### src/rtl/spi_master.sv
// Mode-0 SPI master: one 1..16 bit MSB-first transfer per request, received
// bits returned right-aligned on a valid/ready response port.
module spi_master #(
  parameter int DIV = 2
) (
  input  logic        clock,
  input  logic        reset,
  input  logic        req_valid,
  output logic        req_ready,
  input  logic [15:0] req_data,
  input  logic [4:0]  req_len,
  output logic        resp_valid,
  input  logic        resp_ready,
  output logic [15:0] resp_data,
  output logic        sck,
  output logic        ss,
  output logic        mosi,
  input  logic        miso
);

  localparam int CW = (DIV > 1) ? $clog2(DIV) : 1;
  localparam logic [CW-1:0] DIV_LAST = CW'(DIV - 1);

  localparam logic [2:0] S_IDLE  = 3'd0;
  localparam logic [2:0] S_SETUP = 3'd1;
  localparam logic [2:0] S_HIGH  = 3'd2;
  localparam logic [2:0] S_LOW   = 3'd3;
  localparam logic [2:0] S_DONE  = 3'd4;

  logic [2:0]    state;
  logic [CW-1:0] div_cnt;
  logic [4:0]    len_r;
  logic [4:0]    bit_cnt;
  logic [15:0]   tx_sr;
  logic [15:0]   rx_sr;
  logic [4:0]    eff_len;
  logic [15:0]   tx_load;
  logic          phase_end;

  // Transmit data is left-justified so the next bit to send is always tx_sr[15].
  always_comb begin
    eff_len   = ((req_len == 5'd0) || (req_len > 5'd16)) ? 5'd16 : req_len;
    tx_load   = req_data << (5'd16 - eff_len);
    phase_end = (div_cnt == DIV_LAST);
  end

  assign req_ready = (state == S_IDLE);

  always_ff @(posedge clock) begin
    if (reset) begin
      state      <= S_IDLE;
      sck        <= 1'b0;
      ss         <= 1'b1;
      mosi       <= 1'b0;
      resp_valid <= 1'b0;
      resp_data  <= 16'h0000;
      bit_cnt    <= 5'd0;
      div_cnt    <= '0;
      len_r      <= 5'd0;
      tx_sr      <= 16'h0000;
      rx_sr      <= 16'h0000;
    end else begin
      case (state)
        S_IDLE: begin
          if (req_valid) begin
            state   <= S_SETUP;
            ss      <= 1'b0;
            sck     <= 1'b0;
            len_r   <= eff_len;
            tx_sr   <= tx_load;
            mosi    <= tx_load[15];
            rx_sr   <= 16'h0000;
            bit_cnt <= 5'd0;
            div_cnt <= '0;
          end
        end
        S_SETUP: begin
          if (phase_end) begin
            state   <= S_HIGH;
            sck     <= 1'b1;
            rx_sr   <= {rx_sr[14:0], miso};
            bit_cnt <= bit_cnt + 5'd1;
            div_cnt <= '0;
          end else begin
            div_cnt <= div_cnt + 1'b1;
          end
        end
        S_HIGH: begin
          if (phase_end) begin
            state   <= S_LOW;
            sck     <= 1'b0;
            div_cnt <= '0;
            // After the final bit mosi is left holding its last value.
            if (bit_cnt != len_r) begin
              tx_sr <= tx_sr << 1;
              mosi  <= tx_sr[14];
            end
          end else begin
            div_cnt <= div_cnt + 1'b1;
          end
        end
        S_LOW: begin
          if (phase_end) begin
            div_cnt <= '0;
            if (bit_cnt == len_r) begin
              state      <= S_DONE;
              ss         <= 1'b1;
              resp_valid <= 1'b1;
              resp_data  <= rx_sr;
            end else begin
              state   <= S_HIGH;
              sck     <= 1'b1;
              rx_sr   <= {rx_sr[14:0], miso};
              bit_cnt <= bit_cnt + 5'd1;
            end
          end else begin
            div_cnt <= div_cnt + 1'b1;
          end
        end
        S_DONE: begin
          if (resp_ready) begin
            state      <= S_IDLE;
            resp_valid <= 1'b0;
          end
        end
        default: state <= S_IDLE;
      endcase
    end
  end

endmodule

### config.mk
export PLATFORM = sky130hd
export DESIGN_NAME = spi_master
export DESIGN_NICKNAME = d
export VERILOG_FILES = /design/src/rtl/spi_master.sv
export SDC_FILE = /design/constraint.sdc
export NUM_CORES = 1
export LEC_CHECK = 0
export BUFFER_PORTS_ARGS = -buffer_cell sky130_fd_sc_hd__buf_2
export CORE_MARGIN = 3
export CORE_UTILIZATION = 40
export CTS_CLUSTER_SIZE = 40
export DETAILED_ROUTE_END_ITERATION = 10
export PLACE_DENSITY = 0.58
export SLEW_MARGIN = 20
export SYNTH_ARGS = -nofsm -noshare
export SYNTH_HDL_FRONTEND = slang
export SYNTH_SLANG_ARGS = --single-unit
export TNS_END_PERCENT = 30
### constraint.sdc
create_clock -name clock -period 4.05 [get_ports clock]
set_clock_uncertainty 0.05 [all_clocks]
set_input_delay 0.6075 -clock clock [delete_from_list [all_inputs] [get_ports clock]]
set_output_delay 0.6075 -clock clock [all_outputs]
set_load 0.03 [all_outputs]
==> qor.yml, run 1 <==
sta:
  slew_viol_final: 0
  finalSetupViolCount: 0
  rsz0062_at_grt: "false"
  finalCritPeriodShare: 0.879
  fin_crit_ns: 3.56
  layout_setup_ws_ns: 0.490
  worstMarginPinSlew_ns: 1.03
  tns_ns: 0
  slew_headroom: 0.312
  fmax_ghz: 0.281
  hold_viol_final: 0
cts:
  cts_tree: "yes"
  clk_pin_slew_ns: 0.08
  cts_buffer_depth: 2
  postCtsSetupBuffers: 0
  cts_num_sinks: 65
  cts_resized: 0
  clockRootBuffer: "clkbuf_8"
  cts_max_level: 3
  clock_latency_ns: 0.34
  cts_buffers: 9
  cts_hold_buf: 0
setup_path:
  crit_type: "in -> reg"
  worstPathRequired_ns: 4.18
  critPathLaunchType: "input pin"
  arrival_ns: 3.68
  r2r_slack_ns: 1.40
  worst_setup_path_end_kind: "flop"
  reg2reg_to: "tx_sr[12]$_SDFFE_PP0P_"
  path_cells: "buf_2, or4_4, ha_1, nand2b_1, ha_1, mux2_2, mux4_2, a222oi_1, a211oi_1"
  cp_common_cell: "ha_1"
  r2r-start: "state[2]$_SDFFE_PP0P_"
  slowest_delay_ns: 0.53
  worstPathMaxFanout: 9
  reg2reg_depth: 5
  crit_slowest_cell: "or4_4"
synth:
  synth_most_common_cell: "dfxtp_1"
  yosys-top-cells-count: "dfxtp_1 (65), nor2_1 (56), mux2i_1 (21)"
  synth_area_per_cell_um2: 9.67
  synth-async-reset-ratio: 0
  synthDominantCellAreaShare: 0.395
  synth_nets: 370
  yosysSeqAreaShare: 0.395
  yosys.area.top_type: "dfxtp_1"
  synth_enable_flop_cells: 0
  synth_cell_types: 54
  yosys-top-cells-area: "dfxtp_1 (39%), mux2i_1 (6.4%), nor2_1 (6.4%)"
  syn-instance-count: 341
  yosysWarnings: 0
  synth_area_um2: 3300
  synthFlopType: "dfxtp_1"
  synth-seq-cells: 65
final_layout:
  final_cell_area_um2: 3820
  drive_gt1_frac: 0.285
  antenna_cells: 0
  syn_to_final_growth_pct: 16.0
  nets: 414
placed_design:
  routabilityCongestion: 0.874
  pre_cts_slack_ns: 0.133
  hpwl_um: 5000
  io_buffer_count: 46
  placed_area_um2: 3620
drt:
  wl_per_cell_um: 14.3
  drt_iter0_drc: 119
  wl_um: 7040
  routed_via_density: 5.43
  antenna_left: 0
  vias: 2674
  drc: 0
  drtPass1Iterations: 5
die:
  die_w_um: 96.8
  die_area_um2: 9370
  core_um2: 7850
  io_pins: 47
  initial_core_util: 0.420
  die_h_um: 96.8
  rows: 32
power_and_ir_drop:
  leakagePower_nw: 1.45
  vdd_drop_max_v: 0.000208
  p_per_area_nw_per_um2: 400
  clockPowerShare: 0.360
  switching_share: 0.290
  p_sw_uw: 444
  power.internal_mw: 1.09
  combinationalPowerShare: 0.196
  power_mw: 1.53
  p_seq_frac: 0.445
status:
  outcome: "completed"
global_route:
  grt_pass1_wl_um: 12400
  grt_pass1_vias: 2596
  grt_max_degree: 48
  antenna_found_initial: 0
  grt_overflow: 0
  grt_usage: 0.157
job:
  cap_violations: 0
worst_hold_path:
  min-delay-start: "sck$_SDFFE_PP0P_"
  hold_path.class: "reg -> reg"
  whs_path_depth: 2
  min_to: "sck$_SDFFE_PP0P_"
area by class of cell:
cell class / instances / area, um^2
fill: 765 / 4020
clock buffer: 9 / 124
sequential: 65 / 1300
timing repair buffer: 57 / 313
multi-input combinational: 249 / 1870
clock inverter: 7 / 77.6
inverter: 3 / 11.3
tap: 102 / 128
sequential cells by signal, indices dropped and copies added, names as in the netlist:
signal	flops
bit_cnt	5
div_cnt	1
len_r	5
mosi	1
resp_data	16
resp_valid	1
rx_sr	16
sck	1
ss	1
state	3
tx_sr	15
critical path, delay by kind of cell:
kind,cells,cell delay [ns]
mux,2,0.91
fa+ha+maj,2,0.84
buf+inv,1,0.13
compound gates,2,0.46
simple gates,2,0.73
cell families (layout without fill, tap and decap cells):
group           count (synthesis)  after routing  synth area share
compound gates                 81             81             0.183
flops                          65             65             0.395
xor+xnor                        8              8            0.0258
buf+inv                        27             76            0.0414
mux                            45             45             0.176
simple gates                  112            112             0.168
fa+ha+maj                       3              3            0.0114
power groups by stage:
stage / Clock [mW] / Combinational, mW / Sequential (mW)
finish: 0.551 / 0.300 / 0.681
CTS: 0.567 / 0.302 / 0.680
global route: 0.591 / 0.336 / 0.684
global placement: 0 / 0.299 / 0.695
floorplan: 0 / 0.229 / 0.695
detailed placement: 0 / 0.300 / 0.695
cell usage in the layout (no fill, tap or decap), types with 2 or more instances in the layout:
| cell type | count |
|---|---|
| a311oi_1 | 8 |
| o31ai_1 | 2 |
| mux4_2 | 9 |
| nand2_1 | 14 |
| nand2b_1 | 4 |
| dfxtp_1 | 65 |
| o21ai_2 | 2 |
| nor2_1 | 56 |
| o211ai_1 | 2 |
| mux2i_1 | 21 |
| clkbuf_8 | 9 |
| inv_6 | 2 |
| inv_1 | 2 |
| mux2_2 | 15 |
| a21oi_1 | 15 |
| buf_2 | 46 |
| clkinv_4 | 2 |
| ha_1 | 3 |
| a22oi_1 | 9 |
| nor2b_1 | 4 |
| xnor2_1 | 5 |
| and2_1 | 2 |
| nor3b_1 | 2 |
| a211oi_1 | 8 |
| nor4_2 | 2 |
| a222oi_1 | 2 |
| a22o_1 | 17 |
| nor3_1 | 8 |
| or3_1 | 5 |
| buf_4 | 11 |
| o21ai_0 | 7 |
| nand3_1 | 5 |
per-layer routing:
metal  routed length [um]  vias to the layer above  GRT usage
met4                  110                        0     0.0648
li1                     -                     1354          -
met2                 3160                       55      0.239
met1                 3530                     1256      0.221
met3                  236                        9     0.0245
met5                    0                        -          0
through the flow:
stage	util	instances	hold WS, ns
2_1_floorplan	-	341	0.392
3_3_place_gp	0.462	476	0.395
3_5_place_dp	0.462	476	0.408
4_1_cts	0.487	492	0.412
5_1_grt	0.487	492	0.416
6_report	0.487	492	0.410
how the worst max path moves through the flow:
stage / from / endpoint / depth (start not counted)
4_1_cts: req_len[0] / mosi$_SDFFE_PP0P_ / 9
3_3_place_gp: req_len[0] / mosi$_SDFFE_PP0P_ / 9
5_1_grt: req_len[0] / mosi$_SDFFE_PP0P_ / 9
2_1_floorplan: req_len[0] / tx_sr[10]$_SDFFE_PP0P_ / 13
3_5_place_dp: req_len[0] / mosi$_SDFFE_PP0P_ / 9
6_report: req_len[0] / mosi$_SDFFE_PP0P_ / 9
Note: power is estimated with default switching activity, not from simulation.
==> run 2: changes to the inputs <==
clock period = 3 ns   (was 4.05 ns; I/O delays follow)
==> qor.yml, run 2 (synthesized netlist as in run 1, its figures left out) <==
status:
  outcome: "finished, violations left"
  violations: "setup timing"
global_route:
  grt_pass1_vias: 2627  # +1.2%
  antenna_found_initial: 0  # unchanged
  grt_max_degree: 40  # -17%
  grt_pass1_wl_um: 12600  # +1.1%
  grt_usage: 0.159  # +0.00246
  grt_overflow: 0  # unchanged
sta:
  slew_headroom: 0.671  # +0.359
  hold_viol_final: 0  # unchanged
  layout_setup_ws_ns: -0.0175  # -0.508 ns
  finalSetupViolCount: 1  # +1
  fin_crit_ns: 3.02
  slew_viol_final: 0  # unchanged
  rsz0062_at_grt: "true"
  worstMarginPinSlew_ns: 0.493  # -0.539 ns
  finalCritPeriodShare: 1.01
  timing.hold.ws_ns: 0.279  # -0.131 ns
  fmax_ghz: 0.331
job:
  cap_violations: 0  # unchanged
setup_path:
  worstPathMaxFanout: 6  # -3
  crit_slowest_cell: "or4_4"
  path_delay_family: "multiplexers"
  crit_type: "in -> reg"
  r2r-start: "state[2]$_SDFFE_PP0P_"
  cp_common_cell: "ha_4"
  worst_setup_path_end_kind: "flop"
  critPathLaunchType: "input pin"
  slowest_delay_ns: 0.54  # about the same
  arrival_ns: 3.17  # -0.51 ns
  worstPathRequired_ns: 3.15  # -1.03 ns
  cp-startpoint: "req_len[3]"
  path_cells: "buf_6, or4_4, ha_4, nor2b_4, inv_4, ha_4, buf_8, mux2_4, mux4_2, a222oi_1, a211oi_1"
  critical_path_buf_inv_count: 3  # +2
  r2r_slack_ns: 0.86  # -0.54 ns
placed_design:
  io_buffer_count: 46  # unchanged
  routabilityCongestion: 0.818  # -6.4%
  hpwl_um: 5350  # +7.0%
  placed_cells: 501  # +5.3%
die:
  die_area_um2: 9370  # unchanged
  rows: 32  # unchanged
  die_h_um: 96.8  # unchanged
  core_um2: 7850  # unchanged
  initial_core_util: 0.420  # unchanged
  io_pins: 47  # unchanged
  die_w_um: 96.8  # unchanged
final_layout:
  utilization: 0.542  # +0.0544
  final_common_cell: "dfxtp_1"
  drive_gt1_frac: 0.369  # +0.0848
  instances_no_fill: 527  # +7.1%
  antenna_cells: 0  # unchanged
  layout_common_cells: "dfxtp_1 (65), nor2_1 (56), buf_2 (45)"
  top_regs: "resp_data: 16 flops, rx_sr: 16 flops, tx_sr: 15 flops"
  syn_to_final_growth_pct: 29.0
  nets: 449  # +8.5%
cts:
  clk_pin_slew_ns: 0.08  # about the same
  clock_latency_ns: 0.33  # about the same
  cts_buffers: 9  # unchanged
  cts_tree: "yes"
  clockRootBuffer: "clkbuf_8"
  cts_buffer_depth: 2  # unchanged
  cts_num_sinks: 65  # unchanged
  cts_max_level: 3  # unchanged
power_and_ir_drop:
  leakagePower_nw: 1.68  # +16%
  combinationalPowerShare: 0.240  # +0.044
  clockPowerShare: 0.341  # -0.019
  power_mw: 2.19  # +43%
  power.internal_mw: 1.56  # +43%
  p_per_area_nw_per_um2: 516  # +29%
  p_seq_frac: 0.419  # -0.026
  vdd_drop_max_v: 0.000186  # -10%
  switching_share: 0.289  # -0.00116
  p_sw_uw: 634  # +43%
worst_hold_path:
  min-delay-start: "miso"
  hold_path.class: "in -> reg"
drt:
  routed_via_density: 5.34  # -1.8%
  drt_iter0_drc: 175  # +47%
  antenna_left: 0  # unchanged
  wl_um: 7450  # +5.8%
  drc: 0  # unchanged
  drtPass1Iterations: 4  # -1
  vias: 2814  # +5.2%
  wl_per_cell_um: 14.1  # -1.2%
==> run 2: cell count changes in the layout (fill, tap and decap cells not counted), moves of 2 or more <==
cell,before,now
mux2_4,0,7
buf_6,0,3
mux2_2,15,8
inv_6,2,0
a22oi_2,0,2
ha_4,0,2
a22oi_1,9,7
ha_1,3,1
buf_4,11,42
==> run 2: final cells by class <==
cell class	count	area, um^2
Fill cell	753	3600
Multi-Input combinational cell	249	2000
Sequential cell	65	1300
Timing Repair Buffer	92	609
Tap cell	102	128
Clock buffer	9	124
Clock inverter	7	80.1
Inverter	3	13.8
==> run 2: metrics by stage <==
step	instance area (um^2)	setup slack, ns	TNS (ns)
after floorplan	3370	-0.525	-6.36
after detailed placement	3860	-0.426	-5.25
final	4250	-0.0175	-0.0175
after global placement	3860	-0.360	-4.56
after global routing	4250	-0.144	-0.481
after CTS	4140	0.00137	0
==> run 2: path summary, 6_finish.rpt <==
kind / depth (start not counted) / to
max: 11 / mosi$_SDFFE_PP0P_
min reg2reg: 2 / sck$_SDFFE_PP0P_
max reg2reg: 5 / tx_sr[12]$_SDFFE_PP0P_
min: 2 / rx_sr[0]$_SDFFE_PP0P_
==> run 2: what timing repair did <==
item | CTS | global route
pin swaps | 6 | 6
setup buffers | 7 | 3
hold buffers | 0 | 0
endpoints found under the setup margin | 4 | 14
resized for setup | 6 | 14
==> run 2: power groups by stage <==
| stage | Combinational [mW] | Sequential, mW | Clock, mW |
|---|---|---|---|
| floorplan | 0.330 | 0.938 | 0 |
| detailed placement | 0.473 | 0.938 | 0 |
| CTS | 0.489 | 0.919 | 0.769 |
| global placement | 0.469 | 0.938 | 0 |
| global route | 0.577 | 0.924 | 0.809 |
| finish | 0.526 | 0.920 | 0.748 |
==> run 2: metal layers <==
metal / part of all wire / vias up / wire length [um] / GRT usage
met3: 0.037 / 8 / 274 / 0.0346
met1: 0.48 / 1330 / 3580 / 0.211
met2: 0.47 / 52 / 3500 / 0.258
met4: 0.012 / 0 / 93 / 0.0518
li1: - / 1424 / - / -
met5: 0 / - / 0 / 0
==> run 3: changes to the inputs <==
PLACE_DENSITY = 0.56   (was 0.58)
clock period = 3.6 ns   (was 3 ns; I/O delays follow)
==> qor.yml, run 3 (synthesized netlist as in run 1, its figures left out) <==
sta:
  hold_viol_final: 0  # unchanged
  finalCritPeriodShare: 0.889
  fmax_ghz: 0.313
  layout_setup_ws_ns: 0.401  # +0.419 ns
  slew_headroom: 0.382  # -0.289
  rsz0062_at_grt: "false"
  fin_crit_ns: 3.20
  finalSetupViolCount: 0  # -1
  worstMarginPinSlew_ns: 0.927  # +0.434 ns
  slew_viol_final: 0  # unchanged
final_layout:
  antenna_cells: 0  # unchanged
  final_cell_area_um2: 3890  # -8.4%
  multi_input_area_um2: 1920  # -3.9%
  final_common_cell: "dfxtp_1"
  top_regs: "resp_data: 16 flops, rx_sr: 16 flops, tx_sr: 15 flops"
  drive_gt1_frac: 0.293  # -0.0768
  instances_no_fill: 495  # -6.1%
  regArea_um2: 1300  # unchanged
  layout_common_cells: "dfxtp_1 (65), nor2_1 (56), buf_2 (46)"
  syn_to_final_growth_pct: 18.1
  fillers: 774  # +2.8%
  utilization: 0.496  # -0.0458
  nets: 417  # -7.1%
job:
  cap_violations: 0  # unchanged
power_and_ir_drop:
  p_per_area_nw_per_um2: 445  # -14%
  vdd_drop_max_v: 0.000171  # -8.0%
  leakagePower_nw: 1.48  # -12%
setup_path:
  worstPathRequired_ns: 3.73  # +0.58 ns
  crit_type: "in -> reg"
  slowest_delay_ns: 0.55  # about the same
  cp_common_cell: "ha_4"
  path_cells: "buf_2, or4_4, ha_4, nand2b_1, ha_4, mux2_4, mux4_2, a222oi_1, a211oi_1"
  critical_path_buf_inv_count: 1  # -2
  arrival_ns: 3.33  # +0.16 ns
  worstPathMaxFanout: 13  # +7
  critPathLaunchType: "input pin"
  worst_setup_path_end_kind: "flop"
  path_delay_family: "multiplexers"
  crit_slowest_cell: "or4_4"
global_route:
  grt_pass1_wl_um: 11900  # -5.1%
  grt_pass1_vias: 2480  # -5.6%
  antenna_found_initial: 0  # unchanged
  grt_usage: 0.153  # -0.00617
  grt_overflow: 0  # unchanged
  grt_max_degree: 48  # +20%
die:
  io_pins: 47  # unchanged
  die_h_um: 96.8  # unchanged
  die_area_um2: 9370  # unchanged
  rows: 32  # unchanged
  die_w_um: 96.8  # unchanged
  core_um2: 7850  # unchanged
  initial_core_util: 0.420  # unchanged
placed_design:
  placed_cells: 479  # -4.4%
  placed_area_um2: 3700  # -4.3%
  pre_cts_slack_ns: 0.0392  # +0.465 ns
  routabilityCongestion: 0.798  # -2.4%
  hpwl_um: 5080  # -4.9%
  io_buffer_count: 46  # unchanged
cts:
  cts_max_level: 3  # unchanged
  cts_buffers: 9  # unchanged
  clk_pin_slew_ns: 0.07  # about the same
  cts_resized: 0  # -6
  clock_latency_ns: 0.34  # about the same
  clockRootBuffer: "clkbuf_8"
  postCtsSetupBuffers: 0  # -7
  cts_buffer_depth: 2  # unchanged
  cts_hold_buf: 0  # unchanged
  cts_tree: "yes"
  cts_num_sinks: 65  # unchanged
drt:
  wl_per_cell_um: 14.6  # +3.3%
  vias: 2670  # -5.1%
  wl_um: 7230  # -3.0%
  drtPass1Iterations: 4  # unchanged
  drc: 0  # unchanged
  routed_via_density: 5.39  # +1.0%
  drt_iter0_drc: 161  # -8.0%
  antenna_left: 0  # unchanged
status:
  outcome: "completed"
worst_hold_path:
  hold_path.class: "in -> reg"
==> run 3: cell count changes in the layout (fill, tap and decap cells not counted), sizes merged <==
| cell | change |
|---|---|
| buf | -32 |
| clkbuf | +2 |
| clkinvlp | +1 |
| clkinv | -2 |
| inv | -1 |
==> run 3: layout make-up <==
type / count / area share
Inverter: 3 / 0.00354
Clock inverter: 5 / 0.0141
Tap cell: 102 / 0.0328
Clock buffer: 11 / 0.0363
Timing Repair Buffer: 60 / 0.0861
Multi-Input combinational cell: 249 / 0.493
Sequential cell: 65 / 0.334
==> run 3: per-layer routing <==
metal  up-vias  track usage  part of all wire
li1       1362            -                 -
met5         -            0                 0
met4         0       0.0562            0.0087
met3         4       0.0389             0.034
met2        52        0.228              0.44
met1      1252        0.214              0.52
==> run 3: path summary, 6_finish.rpt <==
| check | slack [ns] | to | from | cells past startpoint |
|---|---|---|---|---|
| max reg2reg | 0.98 | tx_sr[12]$_SDFFE_PP0P_ | state[2]$_SDFFE_PP0P_ | 5 |
| max | 0.40 | mosi$_SDFFE_PP0P_ | req_len[0] | 9 |
| min | 0.37 | rx_sr[0]$_SDFFE_PP0P_ | miso | 2 |
| min reg2reg | 0.41 | sck$_SDFFE_PP0P_ | sck$_SDFFE_PP0P_ | 2 |
==> run 3: power by group <==
part | leakage, nW | total [mW] | switching (mW) | internal, mW
Clock | 0.0953 | 0.611 | 0.274 | 0.336
Combinational | 0.861 | 0.355 | 0.189 | 0.165
Sequential | 0.527 | 0.767 | 0.0199 | 0.747
==> run 3: through the flow <==
step | power [mW] | hold WS, ns | setup TNS [ns]
global placement | 1.14 | 0.401 | 0
global route | 1.82 | 0.364 | 0
floorplan | 1.06 | 0.392 | -0.0409
finish | 1.73 | 0.374 | 0
CTS | 1.76 | 0.352 | 0
detailed placement | 1.14 | 0.400 | 0
